**src/rtl/dual_stack_pkg.sv**
```systemverilog
// Shared types and constants for the dual_stack scheduler slice.
package dual_stack_pkg;

  localparam int STACK_WORDS = 16;
  localparam int DATA_W      = 8;

  typedef enum logic [1:0] {
    IDLE  = 2'd0,
    ISSUE = 2'd1,
    WAIT  = 2'd2,
    RESP  = 2'd3
  } sched_state_t;

  typedef enum logic {
    POP  = 1'b0,
    PUSH = 1'b1
  } stack_op_t;

endpackage

```
**src/rtl/dual_stack_sched_arb.sv**
```systemverilog
// Two-way request arbiter with last-grant pointer.
// DUAL_STACK_SCHED_FIXED_PRIO_EN selects fixed priority (requester 0 wins ties, no pointer).
module dual_stack_sched_arb (
  input  logic clk,
  input  logic rst_n,
  input  logic en_i,
  input  logic req0_valid_i,
  input  logic req1_valid_i,
  output logic gnt0_o,
  output logic gnt1_o
);

`ifdef DUAL_STACK_SCHED_FIXED_PRIO_EN
  logic unused_clkrst;
  assign unused_clkrst = clk ^ rst_n;

  assign gnt0_o = en_i & req0_valid_i;
  assign gnt1_o = en_i & req1_valid_i & ~req0_valid_i;
`else
  logic last_q, last_d;

  // On a tie the requester that did not win last time gets the grant.
  always_comb begin
    gnt0_o = 1'b0;
    gnt1_o = 1'b0;
    if (en_i) begin
      if (req0_valid_i && req1_valid_i) begin
        gnt0_o = last_q;
        gnt1_o = ~last_q;
      end else begin
        gnt0_o = req0_valid_i;
        gnt1_o = req1_valid_i;
      end
    end
    last_d = last_q;
    if (gnt0_o) begin
      last_d = 1'b0;
    end else if (gnt1_o) begin
      last_d = 1'b1;
    end
  end

  always_ff @(posedge clk or negedge rst_n) begin
    if (!rst_n) begin
      last_q <= 1'b1;
    end else begin
      last_q <= last_d;
    end
  end
`endif

endmodule

```
**src/rtl/dual_stack_sched.sv**
```systemverilog
// Two-requester command scheduler driving the dual_stack control strobes.
// Build option: DUAL_STACK_SCHED_FIXED_PRIO_EN (fixed priority arbitration in the arbiter).
module dual_stack_sched #(
  parameter int RD_LAT = 1
) (
  input  logic       clk,
  input  logic       rst_n,
  input  logic       req0_valid,
  output logic       req0_ready,
  input  logic       req0_op,
  input  logic       req0_sel,
  input  logic [7:0] req0_data,
  output logic       rsp0_valid,
  input  logic       rsp0_ready,
  output logic [7:0] rsp0_data,
  output logic       rsp0_err,
  input  logic       req1_valid,
  output logic       req1_ready,
  input  logic       req1_op,
  input  logic       req1_sel,
  input  logic [7:0] req1_data,
  output logic       rsp1_valid,
  input  logic       rsp1_ready,
  output logic [7:0] rsp1_data,
  output logic       rsp1_err,
  output logic       ds_stack_select,
  output logic       ds_push,
  output logic       ds_pop,
  output logic [7:0] ds_data_in,
  input  logic [7:0] ds_data_out,
  input  logic       ds_s0_empty,
  input  logic       ds_s0_full,
  input  logic       ds_s1_empty,
  input  logic       ds_s1_full,
  output logic       busy
);
  import dual_stack_pkg::*;

  localparam logic [2:0] LAT_LAST = 3'(RD_LAT - 1);

  sched_state_t      state_q, state_d;
  logic              reqId_q, reqId_d;
  stack_op_t         op_q, op_d;
  logic              sel_q, sel_d;
  logic [DATA_W-1:0] wrData_q, wrData_d;
  logic [DATA_W-1:0] rdData_q, rdData_d;
  logic              err_q, err_d;
  logic [2:0]        waitCnt_q, waitCnt_d;

  logic gnt0, gnt1, flagHit, rspHs, inIdle;

  assign inIdle = (state_q == IDLE);

  dual_stack_sched_arb u_arb (
    .clk          (clk),
    .rst_n        (rst_n),
    .en_i         (inIdle),
    .req0_valid_i (req0_valid),
    .req1_valid_i (req1_valid),
    .gnt0_o       (gnt0),
    .gnt1_o       (gnt1)
  );

  assign req0_ready = gnt0;
  assign req1_ready = gnt1;

  // Flag of the latched stack that would make the latched op illegal.
  assign flagHit = (op_q == PUSH) ? (sel_q ? ds_s1_full  : ds_s0_full)
                                  : (sel_q ? ds_s1_empty : ds_s0_empty);

  assign rspHs = (state_q == RESP) && (reqId_q ? rsp1_ready : rsp0_ready);

  always_comb begin
    state_d   = state_q;
    reqId_d   = reqId_q;
    op_d      = op_q;
    sel_d     = sel_q;
    wrData_d  = wrData_q;
    rdData_d  = rdData_q;
    err_d     = err_q;
    waitCnt_d = waitCnt_q;
    ds_push   = 1'b0;
    ds_pop    = 1'b0;

    case (state_q)
      IDLE: begin
        if (gnt0 || gnt1) begin
          reqId_d   = gnt1;
          op_d      = gnt1 ? stack_op_t'(req1_op) : stack_op_t'(req0_op);
          sel_d     = gnt1 ? req1_sel  : req0_sel;
          wrData_d  = gnt1 ? req1_data : req0_data;
          rdData_d  = '0;
          err_d     = 1'b0;
          waitCnt_d = '0;
          state_d   = ISSUE;
        end
      end
      ISSUE: begin
        if (flagHit) begin
          err_d   = 1'b1;
          state_d = RESP;
        end else if (op_q == PUSH) begin
          ds_push = 1'b1;
          state_d = RESP;
        end else begin
          ds_pop  = 1'b1;
          state_d = WAIT;
        end
      end
      WAIT: begin
        if (waitCnt_q == LAT_LAST) begin
          rdData_d = ds_data_out;
          state_d  = RESP;
        end else begin
          waitCnt_d = waitCnt_q + 3'd1;
        end
      end
      RESP: begin
        if (rspHs) begin
          state_d = IDLE;
        end
      end
      default: state_d = IDLE;
    endcase
  end

  always_ff @(posedge clk or negedge rst_n) begin
    if (!rst_n) begin
      state_q   <= IDLE;
      reqId_q   <= 1'b0;
      op_q      <= POP;
      sel_q     <= 1'b0;
      wrData_q  <= '0;
      rdData_q  <= '0;
      err_q     <= 1'b0;
      waitCnt_q <= '0;
    end else begin
      state_q   <= state_d;
      reqId_q   <= reqId_d;
      op_q      <= op_d;
      sel_q     <= sel_d;
      wrData_q  <= wrData_d;
      rdData_q  <= rdData_d;
      err_q     <= err_d;
      waitCnt_q <= waitCnt_d;
    end
  end

  // The stack address and write data are only presented while a command is in flight.
  assign ds_stack_select = ((state_q == ISSUE) || (state_q == WAIT)) ? sel_q : 1'b0;
  assign ds_data_in      = ((state_q == ISSUE) || (state_q == WAIT)) ? wrData_q : '0;

  assign rsp0_valid = (state_q == RESP) && !reqId_q;
  assign rsp1_valid = (state_q == RESP) &&  reqId_q;
  assign rsp0_data  = rsp0_valid ? rdData_q : '0;
  assign rsp1_data  = rsp1_valid ? rdData_q : '0;
  assign rsp0_err   = rsp0_valid & err_q;
  assign rsp1_err   = rsp1_valid & err_q;

  assign busy = !inIdle;

endmodule

```
**config.mk**
```make
export PLATFORM = sky130hd
export DESIGN_NAME = dual_stack_sched
export DESIGN_NICKNAME = d
export VERILOG_FILES = /design/src/rtl/dual_stack_pkg.sv /design/src/rtl/dual_stack_sched_arb.sv /design/src/rtl/dual_stack_sched.sv
export SDC_FILE = /design/constraint.sdc
export NUM_CORES = 1
export LEC_CHECK = 0
export BUFFER_PORTS_ARGS = -buffer_cell sky130_fd_sc_hd__buf_4
export CAP_MARGIN = 5
export CORE_ASPECT_RATIO = 1.25
export CORE_MARGIN = 8
export CORE_UTILIZATION = 35
export DETAILED_ROUTE_END_ITERATION = 16
export GPL_TIMING_DRIVEN = 1
export PLACE_DENSITY_LB_ADDON = 0.3
export SLEW_MARGIN = 20
export SYNTH_ARGS = -nofsm -noshare
export SYNTH_HDL_FRONTEND = slang
export SYNTH_SLANG_ARGS = --single-unit
```
**constraint.sdc**
```tcl
create_clock -name clk -period 3.1 [get_ports clk]
set_clock_uncertainty 0.15 [all_clocks]
set_input_delay 0.62 -clock clk [delete_from_list [all_inputs] [get_ports clk]]
set_output_delay 0.62 -clock clk [all_outputs]
set_load 0.01 [all_outputs]
```
==> results.md, run 1 <==
- Status: complete, no violations
- Reg-to-reg slack, setup: just over 1 ns
- Die area: between 7000 and 8000 µm²
- Row count: 27
- WL final: 4.435 mm
- Number of global-route vias before repair: about 1500
- Detailed Routing Iterations Pass 1: 4
- Max Slew Vio Count: 0
- Critical Path RT: about 2.3 ns
- Flip-flop and latch count after synthesis: 26
- Antenna violations before repair: 0
- Part of the Yosys area used for sequential elements: 0.4039
- Final number of setup-violating endpoints: 0
- Fillcell total: 415
- Crit path cell chain: ha_1 -> nor2b_1 -> and2_1 -> buf_4
- Effective utilization at floorplan: 0.3647
- Fmax achieved: around 360 MHz
- Crit path DAT: 1.98 ns
- Critical R2R Capture: rdData_q[2]
- Max-Cap Viols: 0
- CTS Buf Count: 3
- # H-tree levels: 1
- Setup Fix Bufs, Post-CTS: 0
- Root buffer cell: clkbuf_8
- Unrepaired setup endpoints after global routing: no
- Crit. End Element: primary output
- Clock slew at the register clock pins of the worst setup and hold paths: approximately 0.090 ns
- Synth-to-layout area growth: 40.31%
- Setup crit start: state_q[1]
- GRT Total Usage: 0.1221
- Period minus WS final: between 2 and 3 ns
- First-pass GRT wire length: approximately 7.3 mm
- PostCTS Resize Cnt: 0
- Tcrit/Tclk final: 0.8876
- Via count: approximately 1500
- Post-synthesis async set-or-reset flop share: 1.000
- Top area cells in the synthesized netlist: dfrtp_1 39%, mux2i_1 7.4%, and2_1 7.4%, ha_1 5.4%, a22o_1 4.9%
- Final hold slack: 0.09680 ns
- Final #Nets: ~280
- Max Buffers Root-to-Sink: 2
- ANT nets after route: 0
- Starting DRT DRC Count: between 90 and 100
- Post-Synthesis Cells: 164
- Die Height: a little over 90 µm
- Final HPWL DP: roughly 3.4 mm
- Critical R2R Launch: state_q[0]
- CP max stage cell: nor2b_1
- Number of antenna diodes: 0
- Final Hold Vio Count: 0
- Cells on worst reg2reg path: 6
- Yosys warnings: 0
- Relative max-transition margin: 0.6197
- Mean Syn Cell Area: approximately 9.8 µm²
- Worst VDD drop: roughly 0.34 mV
- WL per Instance: between 15 and 20 µm
- Main synth FF type: dfrtp_1
- I/O pins: just over 70
- Cell taking the most area after synthesis: dfrtp_1
- Final global-route overflow total: 0
- Post-synth cell types: 39
- Leakage: between 0.001 and 0.0015 µW
- Port Buf Inserts: a little over 70
- Overall Power: around 2000 µW
- # DRC: 0
- Largest net degree at the start of global routing: 27
- Worst slew pin tran: between 0.5 and 0.6 ns
- EDFF count, synth: 0
- Sink Count: 26
- Hold Crit Class: primary input to asynchronous set/reset pin
- Mapped Nets: around 210
- DR vias/cell: ~5
- Critical Path Start Type: flop
- Share of layout cells above drive strength 1: 0.3777
- Kind of critical path: flop to primary output
- Area of the mapped netlist: between 1500 and 2000 µm²
- Clock latency on the worst-skew pair: roughly 0.27 ns
- CTS tree: built
- Max stage delay on crit path: around 0.54 ns
- Setup tns final: 0 ns
- CP max FO: 12
- Post-CTS Hold Buffers: 0
- GPL Wtd Cong: about 0.77
- Die W: approximately 77 µm
- CORE AREA: between 4000 and 5000 µm²
- Top cell type's share of synthesized area: 0.3876
- Pwr/cell area: roughly 890 nW/µm²
logic make-up after synthesis:
kind of cell | after synthesis | synth area share
compound gates | 37 | 0.1605
fa+ha+maj | 7 | 0.05426
buf+inv | 15 | 0.04186
flops | 26 | 0.4039
mux | 14 | 0.09535
simple gates | 65 | 0.2442
power by group:
group / internal [µW] / total, µW / switching, µW
logic: 528 / 1120 / 592
registers: 490 / 617 / 127
clock network: 173 / 281 / 108
cell type report:
cell class,count,area (µm²),area share
clock buffers,3,41.29,0.01823
clock inverters,1,30.03,0.01326
inverters,7,26.28,0.01160
multi-input cells,123,894.6,0.3950
flip-flops and latches,26,651.9,0.2878
well taps,58,72.57,0.03204
repair buffers,73,548.0,0.2420
per-layer routing:
| metal | share of wire | vias to the layer above | GRT usage |
|---|---|---|---|
| met1 | 0.43 | 687 | 0.1422 |
| met5 | 0 | - | 0 |
| li1 | - | 714 | - |
| met2 | 0.47 | 58 | 0.2023 |
| met4 | 0.016 | 0 | 0.04019 |
| met3 | 0.077 | 7 | 0.04492 |
per-stage QoR:
stage                     setup slack [ns]  utilization  cells  cell area [µm²]
after floorplan                     0.9084            -    164             1614
after detailed placement            0.6669       0.4956    287             2193
final                               0.3485       0.5117    291             2265
after global routing                0.1824       0.5117    291             2265
after global placement              0.6894       0.4956    287             2193
after CTS                           0.3373       0.5117    291             2265
cell usage after synthesis (2+ instances only):
cell type / n
o21ai_0: 6
ha_1: 7
a21oi_1: 4
nor2b_1: 3
o21ai_1: 10
a22o_1: 9
nand2_1: 17
and2_1: 19
mux2i_1: 12
and3_1: 9
a31oi_1: 2
dfrtp_1: 25
buf_2: 3
clkbuf_1: 4
inv_1: 7
nor2_1: 3
nand3_1: 2
placed cells by master, fill, tap and decap left out, drive strengths merged:
cell type / Yosys / routed
nand2: 18 / 18
or3b: 1 / 1
clkbuf: 4 / 3
o31ai: 1 / 1
nand4b: 1 / 1
nor2b: 3 / 3
and2: 19 / 19
nor2: 4 / 4
mux2: 1 / 1
mux4: 1 / 1
bufinv: 0 / 1
a32oi: 1 / 1
a221oi: 1 / 1
mux2i: 12 / 12
buf: 4 / 73
nand3b: 1 / 1
and3b: 1 / 1
dfstp: 1 / 1
o21ai: 17 / 17
inv: 7 / 7
a31oi: 2 / 2
nor3b: 2 / 2
o211ai: 1 / 1
and3: 9 / 9
nand2b: 1 / 1
nor4bb: 1 / 1
nor4b: 1 / 1
ha: 7 / 7
dfrtp: 25 / 25
a22o: 9 / 9
nand3: 3 / 3
a21oi: 5 / 5
sequential cells by signal (all words and copies together) (netlist names):
name	count
reqId_q	1
u_arb.last_q	1
wrData_q	8
state_q	2
op_q	1
sel_q	1
rdData_q	8
waitCnt_q	3
err_q	1
worst max-delay path: cells and delay by family, from the launching register on:
| kind | cells | cell delay, ns |
|---|---|---|
| and+or+nand+nor | 2 | 0.75 |
| adders and majority gates | 1 | 0.43 |
| DFF | 1 | 0.41 |
| buffers and inverters | 1 | 0.12 |
worst max-delay path by stage:
stage	to	slack [ns]	depth (start not counted)
3_5_place_dp	rsp0_data[1]	0.67	4
6_report	rsp0_data[3]	0.35	4
2_1_floorplan	ds_pop	0.91	2
5_1_grt	rsp0_err	0.18	4
3_3_place_gp	rsp0_data[1]	0.69	4
4_1_cts	rsp0_data[1]	0.34	4
(Power assumes the default switching activity.)
==> run 2: changes to the inputs <==
==> constraint.sdc (replaced) <==
create_clock -name clk -period 2.67 [get_ports clk]
set_clock_uncertainty 0.15 [all_clocks]
set_input_delay 0.534 -clock clk [delete_from_list [all_inputs] [get_ports clk]]
set_output_delay 0.534 -clock clk [all_outputs]
set_load 0.01 [all_outputs]
==> run 2 against run 1 <==
Via count fell by 2.7%. Worst hold slack got worse by 0.092 ns. Power rose by 16%. Final area rose by 0.33%. Largest cell class unchanged.
==> results.md, run 2 (same netlist as run 1, synthesis figures left out) <==
- Die area: 7054 µm² (unchanged)
- Final HPWL DP: 3.408 mm (+0.92%)
- Die W: 76.74 µm (unchanged)
- Critical Path RT: 1.99 ns (-0.34 ns)
- Die Height: 91.93 µm (unchanged)
- Fillcell total: 427 (+2.9%)
- Cells on worst reg2reg path: 6 (unchanged)
- Most common cell after layout, fill and taps aside: buf_4
- Pwr/cell area: 1026 nW/µm² (+15%)
- Setup Fix Bufs, Post-CTS: 0 (unchanged)
- Largest net degree at the start of global routing: 27 (unchanged)
- CTS tree: built
- Relative max-transition margin: 0.6255 (+0.005848)
- Placed cell count: 288 (+0.35%)
- Crit path DAT: 1.67 ns (-0.31 ns)
- Sink Count: 26 (unchanged)
- Max-Cap Viols: 0 (unchanged)
- Share of layout cells above drive strength 1: 0.3803 (+0.002659)
- Period minus WS final: about 2.4 ns
- # H-tree levels: 1 (unchanged)
- Worst slew pin tran: 0.5605 ns (-0.008753 ns)
- Number of global-route vias before repair: 1527 (+4.4%)
- Crit. End Element: primary output
- Setup tns final: 0 ns (unchanged)
- Leakage: 0.001220 µW (+0.42%)
- I/O pins: 72 (unchanged)
- Max Slew Vio Count: 0 (unchanged)
- Starting DRT DRC Count: 39 (-61%)
- Kind of critical path: flop to primary output
- First-pass GRT wire length: 7.341 mm (+1.2%)
- Max Buffers Root-to-Sink: 2 (unchanged)
- Via count: 1426 (-2.7%)
- ANT nets after route: 0 (unchanged)
- CP max FO: 13 (+1)
- Unrepaired setup endpoints after global routing: no
- CORE AREA: 4425 µm² (unchanged)
- Overall Power: 2332 µW (+16%)
- Cell Count, Final, Fillers Out: 292 (+0.34%)
- Critical Path Start Type: flop
- Root buffer cell: clkbuf_8
- Post-CTS Hold Buffers: 0 (unchanged)
- Final Hold Vio Count: 0 (unchanged)
- CTS Buf Count: 3 (unchanged)
- PostCTS Resize Cnt: 0 (unchanged)
- Clock latency on the worst-skew pair: 0.27 ns (about the same)
- Antenna violations before repair: 0 (unchanged)
- WL final: 4.325 mm (-2.5%)
- Tcrit/Tclk final: 0.8805
- Top flop regs: rdData_q: 8 flops, wrData_q: 8 flops, waitCnt_q: 3 flops
- Reg-to-reg slack, setup: 0.64 ns (-0.38 ns)
- DR vias/cell: 4.884 (-3.1%)
- # DRC: 0 (unchanged)
- Port Buf Inserts: 71 (unchanged)
- GRT Total Usage: 0.1252 (+0.003059)
- PnR worst setup slack: 0.3190 ns (-0.02951 ns)
- Final number of setup-violating endpoints: 0 (unchanged)
- GPL Wtd Cong: 0.7453 (-2.6%)
- Final #Nets: 280 (+0.36%)
- Most frequent cells in the layout: 74 x buf_4, 25 x dfrtp_1, 19 x and2_1
- Hold Crit Class: primary input to asynchronous set/reset pin
- Effective utilization at floorplan: 0.3647 (unchanged)
- Number of antenna diodes: 0 (unchanged)
- Clock slew at the register clock pins of the worst setup and hold paths: 0.09 ns (about the same)
- WL per Instance: 14.81 µm (-2.8%)
- Row count: 27 (unchanged)
- Final hold slack: 0.004955 ns (-0.09185 ns)
- Worst VDD drop: 0.5650 mV (+66%)
- Final global-route overflow total: 0 (unchanged)
- Place WS: 0.4993 ns (-0.1676 ns)
- Fmax achieved: approximately 430 MHz
- Detailed Routing Iterations Pass 1: 4 (unchanged)
- Status: complete, no violations
- Synth-to-layout area growth: 40.78%
## run 2: cell types whose count changed in the layout (fill, tap and decap cells not counted), sizes merged
cell,change
buf,+1
## run 2: layout make-up
cell class / count / area [µm²] / area share
Clock buffer: 3 / 41.29 / 0.01817
Clock inverter: 1 / 30.03 / 0.01322
Inverter: 7 / 26.28 / 0.01156
Multi-Input combinational cell: 123 / 894.6 / 0.3937
Sequential cell: 26 / 651.9 / 0.2869
Tap cell: 58 / 72.57 / 0.03194
Timing Repair Buffer: 74 / 555.5 / 0.2445
## run 2: final timing paths
| kind | startpoint | to |
|---|---|---|
| worst min-delay path | rst_n | wrData_q[5] |
| min in group clk | ds_data_out[6] | rdData_q[6] |
| worst max register to register | state_q[0] | rdData_q[2] |
| worst min register to register | wrData_q[0] | wrData_q[0] |
| worst max-delay path | reqId_q | rsp0_data[4] |
| max in group asynchronous | rst_n | u_arb.last_q |
## run 2: per-stage QoR
stage / util / cell area (µm²)
detailed placement: 0.4973 / 2201
global route: 0.5134 / 2272
floorplan: - / 1614
global placement: 0.4973 / 2201
finish: 0.5134 / 2272
CTS: 0.5134 / 2272
## run 2: critical path, stage by stage, from the launching register on
cell and delay [ns]:
dfrtp_1 0.54, nor2b_1 0.52, and2_1 0.21, buf_4 0.12
## run 2: routing by layer
layer | GRT usage | share of wire
met5 | 0 | 0
met4 | 0.04502 | 0.019
met3 | 0.04688 | 0.074
met2 | 0.2136 | 0.48
met1 | 0.1387 | 0.42
## run 2: where the power goes
group          switching, µW  internal (µW)
Combinational            671            618
Sequential               149            569
Clock                    125            201
Total                    945           1390
